[config.mk]
export PLATFORM = sky130hd
export DESIGN_NAME = bram_arbiter
export DESIGN_NICKNAME = d
export VERILOG_FILES = /design/src/rtl/bram_arb_pkg.sv /design/src/rtl/rr_arb2.sv /design/src/rtl/bram_arbiter.sv
export SDC_FILE = /design/constraint.sdc
export NUM_CORES = 1
export LEC_CHECK = 0
export CORE_MARGIN = 2
export CORE_UTILIZATION = 36
export CTS_BUF_LIST = sky130_fd_sc_hd__clkbuf_8
export CTS_CLUSTER_DIAMETER = 80
export CTS_CLUSTER_SIZE = 24
export DETAILED_ROUTE_END_ITERATION = 7
export PLACE_DENSITY = 0.76
export SLEW_MARGIN = 20
export SYNTH_ARGS = -nofsm -noshare
export SYNTH_HDL_FRONTEND = slang
export SYNTH_SLANG_ARGS = --single-unit
[constraint.sdc]
create_clock -name clk -period 1.38 [get_ports clk]
set_clock_uncertainty 0.1 [all_clocks]
set_input_delay 0.138 -clock clk [delete_from_list [all_inputs] [get_ports clk]]
set_output_delay 0.138 -clock clk [all_outputs]
set_load 0.1 [all_outputs]
[src/rtl/bram_arb_pkg.sv]
// Shared types for the BRAM arbiter slice.
// FSM states and requester port indices.
package bram_arb_pkg;

  typedef enum logic {
    ST_IDLE  = 1'b0,
    ST_CLEAR = 1'b1
  } state_t;

  localparam logic PORT_A = 1'b0;
  localparam logic PORT_B = 1'b1;

endpackage

[src/rtl/rr_arb2.sv]
// Two-input round-robin arbiter with last-served pointer.
// Ports: clk, rst_n, req[1:0] in; gnt[1:0] out (one-hot or zero).
import bram_arb_pkg::*;

module rr_arb2 (
  input  logic       clk,
  input  logic       rst_n,
  input  logic [1:0] req,
  output logic [1:0] gnt
);

  // 1 when B was the last port served
  logic last_b;

  always_comb begin
    gnt = 2'b00;
    if (req[PORT_A] && req[PORT_B]) begin
      if (last_b) gnt[PORT_A] = 1'b1;
      else        gnt[PORT_B] = 1'b1;
    end else begin
      gnt = req;
    end
  end

  always_ff @(posedge clk) begin
    if (!rst_n) begin
      last_b <= 1'b1;
    end else if (|gnt) begin
      last_b <= gnt[PORT_B];
    end
  end

endmodule

[src/rtl/bram_arbiter.sv]
// Shares one single-port BRAM between ports A and B, plus a clear sweep.
// Ports: a_*/b_* requesters, clr_* sequencer, mem_* to/from BRAM.
import bram_arb_pkg::*;

module bram_arbiter #(
  parameter int WIDTH  = 8,
  parameter int LEN    = 256,
  parameter int ADDR_W = 8
) (
  input  logic              clk,
  input  logic              rst_n,
  input  logic              a_req,
  input  logic              a_we,
  input  logic [ADDR_W-1:0] a_addr,
  input  logic [WIDTH-1:0]  a_wdata,
  output logic              a_gnt,
  output logic              a_rvalid,
  output logic [WIDTH-1:0]  a_rdata,
  input  logic              b_req,
  input  logic              b_we,
  input  logic [ADDR_W-1:0] b_addr,
  input  logic [WIDTH-1:0]  b_wdata,
  output logic              b_gnt,
  output logic              b_rvalid,
  output logic [WIDTH-1:0]  b_rdata,
  input  logic              clr_start,
  input  logic [WIDTH-1:0]  clr_data,
  output logic              clr_busy,
  output logic              clr_done,
  output logic [ADDR_W-1:0] mem_addr,
  output logic [WIDTH-1:0]  mem_din,
  output logic              mem_we,
  input  logic [WIDTH-1:0]  mem_dout
);

  localparam logic [ADDR_W:0] CNT_LAST =
    (ADDR_W+1)'(LEN-1);
  localparam logic [ADDR_W:0] CNT_ONE =
    (ADDR_W+1)'(1);

  state_t            state;
  state_t            state_nx;
  logic [ADDR_W:0]   cnt;
  logic [WIDTH-1:0]  fill;
  logic [ADDR_W-1:0] addr_q;
  logic              done_q;
  logic              a_rv_q;
  logic              b_rv_q;
  logic              idle_ok;
  logic [1:0]        req;
  logic [1:0]        gnt;

  // A starting clear owns the cycle, so no port may win it
  assign idle_ok = rst_n && (state == ST_IDLE) && !clr_start;
  assign req     = {b_req, a_req} & {2{idle_ok}};

  rr_arb2 u_arb (
    .clk   (clk),
    .rst_n (rst_n),
    .req   (req),
    .gnt   (gnt)
  );

  assign a_gnt    = gnt[PORT_A];
  assign b_gnt    = gnt[PORT_B];
  assign a_rvalid = a_rv_q;
  assign b_rvalid = b_rv_q;
  assign a_rdata  = mem_dout;
  assign b_rdata  = mem_dout;
  assign clr_busy = (state == ST_CLEAR);
  assign clr_done = done_q;

  always_comb begin
    state_nx = state;
    mem_we   = 1'b0;
    mem_addr = addr_q;
    mem_din  = '0;
    unique case (state)
      ST_IDLE: begin
        if (clr_start) begin
          state_nx = ST_CLEAR;
        end else if (gnt[PORT_A]) begin
          mem_we   = a_we;
          mem_addr = a_addr;
          mem_din  = a_wdata;
        end else if (gnt[PORT_B]) begin
          mem_we   = b_we;
          mem_addr = b_addr;
          mem_din  = b_wdata;
        end
      end
      ST_CLEAR: begin
        mem_we   = 1'b1;
        mem_addr = cnt[ADDR_W-1:0];
        mem_din  = fill;
        if (cnt == CNT_LAST) state_nx = ST_IDLE;
      end
      default: state_nx = ST_IDLE;
    endcase
    if (!rst_n) mem_we = 1'b0;
  end

  always_ff @(posedge clk) begin
    if (!rst_n) begin
      state  <= ST_IDLE;
      cnt    <= '0;
      fill   <= '0;
      addr_q <= '0;
      done_q <= 1'b0;
      a_rv_q <= 1'b0;
      b_rv_q <= 1'b0;
    end else begin
      state  <= state_nx;
      addr_q <= mem_addr;
      done_q <= (state == ST_CLEAR) &&
                (cnt == CNT_LAST);
      a_rv_q <= gnt[PORT_A] & ~a_we;
      b_rv_q <= gnt[PORT_B] & ~b_we;
      if ((state == ST_IDLE) && clr_start) begin
        cnt  <= '0;
        fill <= clr_data;
      end else if (state == ST_CLEAR) begin
        cnt  <= cnt + CNT_ONE;
      end
    end
  end

endmodule

# [Word-level counts from Yosys, hierarchy flattened]
# Index checks and enable logic that the tools add are counted.
[totals] in_bits=55 word_cells=44 romBits=0 latchBits=0 out_inout_bits=39 ramBits=0 regBits=30 memories=0
[op_classes] reduce_logical=8 order_cmp=0 n_bitwise=7 n_mux=19 eq_ne=1 n_shift=0 n_div=0 add_sub_neg=1 multipliers=0
[op_table] op="$mux 8" count=6
[op_table] op="$pmux 8 s2" count=2
[op_table] op="$add 9x1->9 const B" count=1
[op_table] op="$eq 9x8->1 const B" count=1
[op_table] op="$mux 1" count=8
[op_table] op="$logic_and 1x1->1" count=5
[op_table] op="$not 1->1" count=4
[op_table] op="$pmux 1 s2" count=2
[op_table] op="$reduce_or 2->1" count=2
[op_table] op="$and 1x1->1" count=2
[op_table] op="$and 2x2->2" count=1
[op_table] op="$mux 2" count=1
[op_table] op="$logic_not 1->1" count=1

# [Longest topological paths before layout]
[depth] word_depth=11 ltp_mapped=7

# [Cells and area by module]
# Synthesis repeated with hierarchy kept, for this count alone.
[unflattened] hier_cells=223 hier_area_um2=1765.4
[modules_own_cells] mod="bram_arbiter" cells_per_inst=216 area_each_um2=1704.1 seq_area_each_um2=580.6 instances=1
[modules_own_cells] mod="rr_arb2" cells_per_inst=7 area_each_um2=61.3 seq_area_each_um2=20.0 instances=1

# [Worst setup path before layout]
# OpenSTA, ideal clock, no wires.
[synth_timing] path_type="register to output" startpoint="register state (netlist: clr_busy)" endpoint="output mem_we" required_time_ns=1.142 path_stages_with_launch=7 path_slack_ns=-2.065 arrival_time_ns=3.207 path_buffers=1 cell_sequence="dfxtp_1 nor3b_4 buf_2 nand2_2 inv_2 a221oi_2 nor2_1"
[synth_via] elab_chain_len=11
[synth_lines] item="start: declaration" line="bram_arbiter.sv:41" text="state_t state;"
[synth_lines] item="start signal: assignment" line="bram_arbiter.sv:113" text="state <= state_nx;"
[synth_lines] item="$not 1->1 *"
[synth_lines] item="$logic_and 1x1->1 * (2 in a row)" line="bram_arbiter.sv:54" text="assign idle_ok = rst_n && (state == ST_IDLE) && !clr_start;"
[synth_lines] item="$and 2x2->2 *" line="bram_arbiter.sv:55" text="assign req = {b_req, a_req} & {2{idle_ok}};"
[synth_lines] item="$logic_and 1x1->1" line="rr_arb2.sv:17" text="if (req[PORT_A] && req[PORT_B]) begin"
[synth_lines] item="$mux 2 *" line="rr_arb2.sv:17"
[synth_lines] item="named net b_gnt" line="bram_arbiter.sv:23" text="output logic b_gnt,"
[synth_lines] item="$mux 1 *" line="bram_arbiter.sv:86" text="end else if (gnt[PORT_B]) begin"
[synth_lines] item="$mux 1 *" line="bram_arbiter.sv:82" text="end else if (gnt[PORT_A]) begin"
[synth_lines] item="$mux 1 *" line="bram_arbiter.sv:80" text="if (clr_start) begin"
[synth_lines] item="$pmux 1 s2 *" line="bram_arbiter.sv:78" text="unique case (state)"
[synth_lines] item="$mux 1 *" line="bram_arbiter.sv:100" text="if (!rst_n) mem_we = 1'b0;"
[synth_lines] item="end: declaration" line="bram_arbiter.sv:32" text="output logic mem_we,"
# The timed path passes the listed nets; every way through them passes the cells marked *.

# [Worst setup path in the final report]
[layout_timing] startpoint="register state (netlist: clr_busy)" endpoint="output mem_addr[5]"
[layout_via] elab_chain_len=10
[layout_lines] item="$not 1->1"
[layout_lines] item="$logic_and 1x1->1 (2 in a row)" line="bram_arbiter.sv:54"
[layout_lines] item="$and 2x2->2" line="bram_arbiter.sv:55"
[layout_lines] item="$logic_and 1x1->1" line="rr_arb2.sv:17"
[layout_lines] item="$mux 2" line="rr_arb2.sv:17"
[layout_lines] item="$mux 8" line="bram_arbiter.sv:86"
[layout_lines] item="$mux 8" line="bram_arbiter.sv:82"
[layout_lines] item="$mux 8" line="bram_arbiter.sv:80"
[layout_lines] item="$pmux 8 s2 *" line="bram_arbiter.sv:78"
[layout_lines] item="end: declaration" line="bram_arbiter.sv:30" text="output logic [ADDR_W-1:0] mem_addr,"
# Every way passes the cells marked *; elsewhere a longest branch is shown, timed or not.

==> results.toml <==
[timing]
relSlewSlack = 0.724
hold_viol = 0
rsz0062_at_grt = "yes"
tightestPinTransition_ns = 0.415
setup_ws_ns = -0.681
fin_crit_ns = 2.06
timing.final.crit_share = 1.49
fmax_mhz = 485
drv_slew = 0
final-setup-viol-count = 36

[placement]
dpl.hpwl_um = 4010
placed_area_um2 = 3000
globalplace.congestion = 0.861
io_buffer_count = 69

[clock_tree]
clk_latency_ns = 0.29
h-tree-depth = 2
ctsRootBufferMaster = "clkbuf_8"
cts_tree = "built"
cts_buffer_depth = 2
cts_inserted_buffers = 5
cts.reportedPaths.clkPinSlew_ns = 0.07
cts_hold_buffers = 0
cts_sinks = 30

[finish]
area_growth_pct = 94.1
drive_above_1_share = 0.446
diodes = 0
nets = 359
design_area_um2 = 3410
final_core_util = 0.722

[synthesis]
ys_ff_latch = 30
synth.cell_area_um2 = 1760
synth_area_leaders = "dfxtp_1 34%, buf_4 7.3%, o311ai_2 6.5%"
yosys.area.top_type_share = 0.342
synthArstFlopShare = 0
yosysMostFrequentCell = "dfxtp_1"
yosysWarnings = 0
synthesis.nets = 265
synth_commonest_cells = "30 x dfxtp_1, 28 x nand2_1, 19 x a21oi_1"
synthCells = 208
seq_area_frac_synth = 0.342
synth_edf_count = 0
synth_cell_types = 39
avgSynthCellArea_um2 = 8.45
synthFlopType = "dfxtp_1"
yosys.area.top_type = "dfxtp_1"

[worst_setup_path]
path_cells = "nor3b_4, buf_6, buf_12, a21boi_4, o311ai_4, nand2_4, buf_12"
cp-start-kind = "register"
worstReg2RegEnd = "u_arb.last_b"
rr_startpoint = "clr_busy"
cp-startpoint = "clr_busy"
critPathRequiredTime_ns = 1.14
worst_path_max_delay_cell = "dfxtp_4"
endpoint_kind = "output pin"
max_stage_delay_ns = 0.35
path_depth = 7
critPathArrivalTime_ns = 1.82
path_max_fanout = 6
rr_worst_depth = 11
ff2ff_setup_slack_ns = -0.64
crit_top_cell = "buf_12"
cp-endpoint = "mem_addr[5]"
cp_top_family = "buffers and inverters"
cp_num_buf_inv = 3
crit_type = "register to output pin"

[power_and_ir_drop]
p_seq_frac = 0.342
power_switching_mw = 0.944
swShare = 0.351
peakVddDrop_v = 0.000463
clockPowerShare = 0.283
p_comb_frac = 0.375
p_per_area_nw_per_um2 = 789
p_leak_nw = 1.33
p_int_mw = 1.75

[floorplan]
die_h_um = 73.9
dieArea_um2 = 5460
row_count = 25
initial_core_util = 0.372
core_region_area_um2 = 4720
ios = 94
die_w_um = 73.9

[routing]
drt_first_pass_iters = 4
drcViolationCount = 0
detail_route.wl_per_cell_um = 17.0
num_vias = 1967
viasPerCell = 5.32
ant_nets = 0
drt_iter0_drc = 113
wl_um = 6290

[global_route]
grt_pass1_wl_um = 9200
grt_remaining_overflow = 0
grt_max_degree = 21
antenna_found_initial = 0
grt_usage = 0.225
grt_pass1_vias = 1924

[run]
maxCapViolations = 0

[outcome]
violations = "setup timing"
status = "complete, but fails checks"

[hold_path]
hold_class = "input port to output pin"
[through the flow]
stage	hold WS (ns)	instances	setup slack [ns]	setup TNS, ns	power [mW]
final	0.176	370	-0.681	-16.89	2.69
after global routing	0.176	370	-0.741	-19.76	2.78
after floorplan	0.110	208	-0.689	-12.66	1.64
after global placement	0.177	349	-0.681	-19.23	1.83
after detailed placement	0.177	349	-0.722	-21.06	1.85
after CTS	0.177	362	-0.640	-13.92	2.64
[layout by cell type (no fill, tap or decap), types with 2 or more instances in the layout]
master           synthesis  routed
buf_12                   0      28
nand4_1                  3       3
xor2_1                   3       3
inv_2                    1       8
o311ai_4                 0       7
a21oi_2                  0       2
or3_1                    3       3
a22oi_1                  8       6
clkbuf_8                 0       6
nor2_1                  10       9
dfxtp_1                 30      24
clkdlybuf4s50_1          0      44
o21ai_0                  5       3
nor2_4                   0       2
buf_4                   17      32
a222oi_1                 8       8
nand2_4                  0       7
nand2_2                  1       2
and3_1                   9       6
buf_6                    0       7
dlygate4sd2_1            0       2
a211oi_2                 1       2
a21oi_1                 19      17
inv_8                    0       2
dfxtp_2                  0       5
and3_4                   0       3
a21boi_2                 1       5
a22oi_2                  0       2
nand2b_1                 3       2
a21boi_1                 7       2
nand2_1                 28      20
nand3_1                  2       2
nand4b_1                 7       7
[final cells by class]
cell class	count	area [µm²]
well taps	67	83.8
flip-flops and latches	30	611
inverters	12	65.1
multi-input cells	137	1170
clock buffers	6	82.6
clock inverters	2	12.5
fillers	328	1310
repair inverters	2	20.0
repair buffers	114	1360
[worst reg2reg max path, stage by stage, from the launching register on]
cell	delay, ns
dfxtp_4	0.35
nor3b_4	0.20
buf_6	0.19
nand3_4	0.21
buf_4	0.21
buf_6	0.10
buf_6	0.10
buf_6	0.10
buf_6	0.11
buf_6	0.11
nand2_2	0.05
nand3_1	0.07
[kinds of logic after synthesis]
logic type | synth area share
muxes | 0.00569
DFF | 0.342
xor gates and xnor gates | 0.0199
adders and majority gates | 0.0142
AOI/OAI and AO/OA | 0.275
buffers and inverters | 0.130
and+or+nand+nor | 0.213
[power by group through the flow]
stage | registers, mW | clock network (mW) | logic, mW
finish | 0.920 | 0.761 | 1.01
global route | 0.922 | 0.808 | 1.05
CTS | 0.916 | 0.764 | 0.960
detailed placement | 0.935 | 0 | 0.911
global placement | 0.933 | 0 | 0.901
floorplan | 0.959 | 0 | 0.685
[worst min path at each step]
stage | start | to | slack (ns) | depth (start not counted)
2_1_floorplan | rst_n | u_arb.last_b | 0.11 | 1
3_3_place_gp | mem_dout[0] | a_rdata[0] | 0.18 | 0
3_5_place_dp | mem_dout[0] | a_rdata[0] | 0.18 | 0
4_1_cts | mem_dout[0] | a_rdata[0] | 0.18 | 0
5_1_grt | mem_dout[4] | b_rdata[4] | 0.18 | 0
6_report | mem_dout[3] | b_rdata[3] | 0.18 | 0
[routing by layer]
layer	global-route usage	wire length (µm)	vias up
met3	0.0645	493	16
met2	0.409	3200	87
met4	0.0788	190	0
met1	0.247	2400	937
li1	-	-	927
met5	0	0	-
[registers in the layout (all words and copies together), names as in the netlist]
name	cells
a_rvalid	1
fill	8
clr_done	1
clr_busy	1
addr_q	8
cnt	9
b_rvalid	1
u_arb.last_b	1
[repair_timing]
action	CTS	global route
setup endpoints to repair	35	47
pin swaps	11	19
gates resized for setup	20	26
cloned	2	2
setup buffers	3	8
Power figures use the tool's default switching activity.
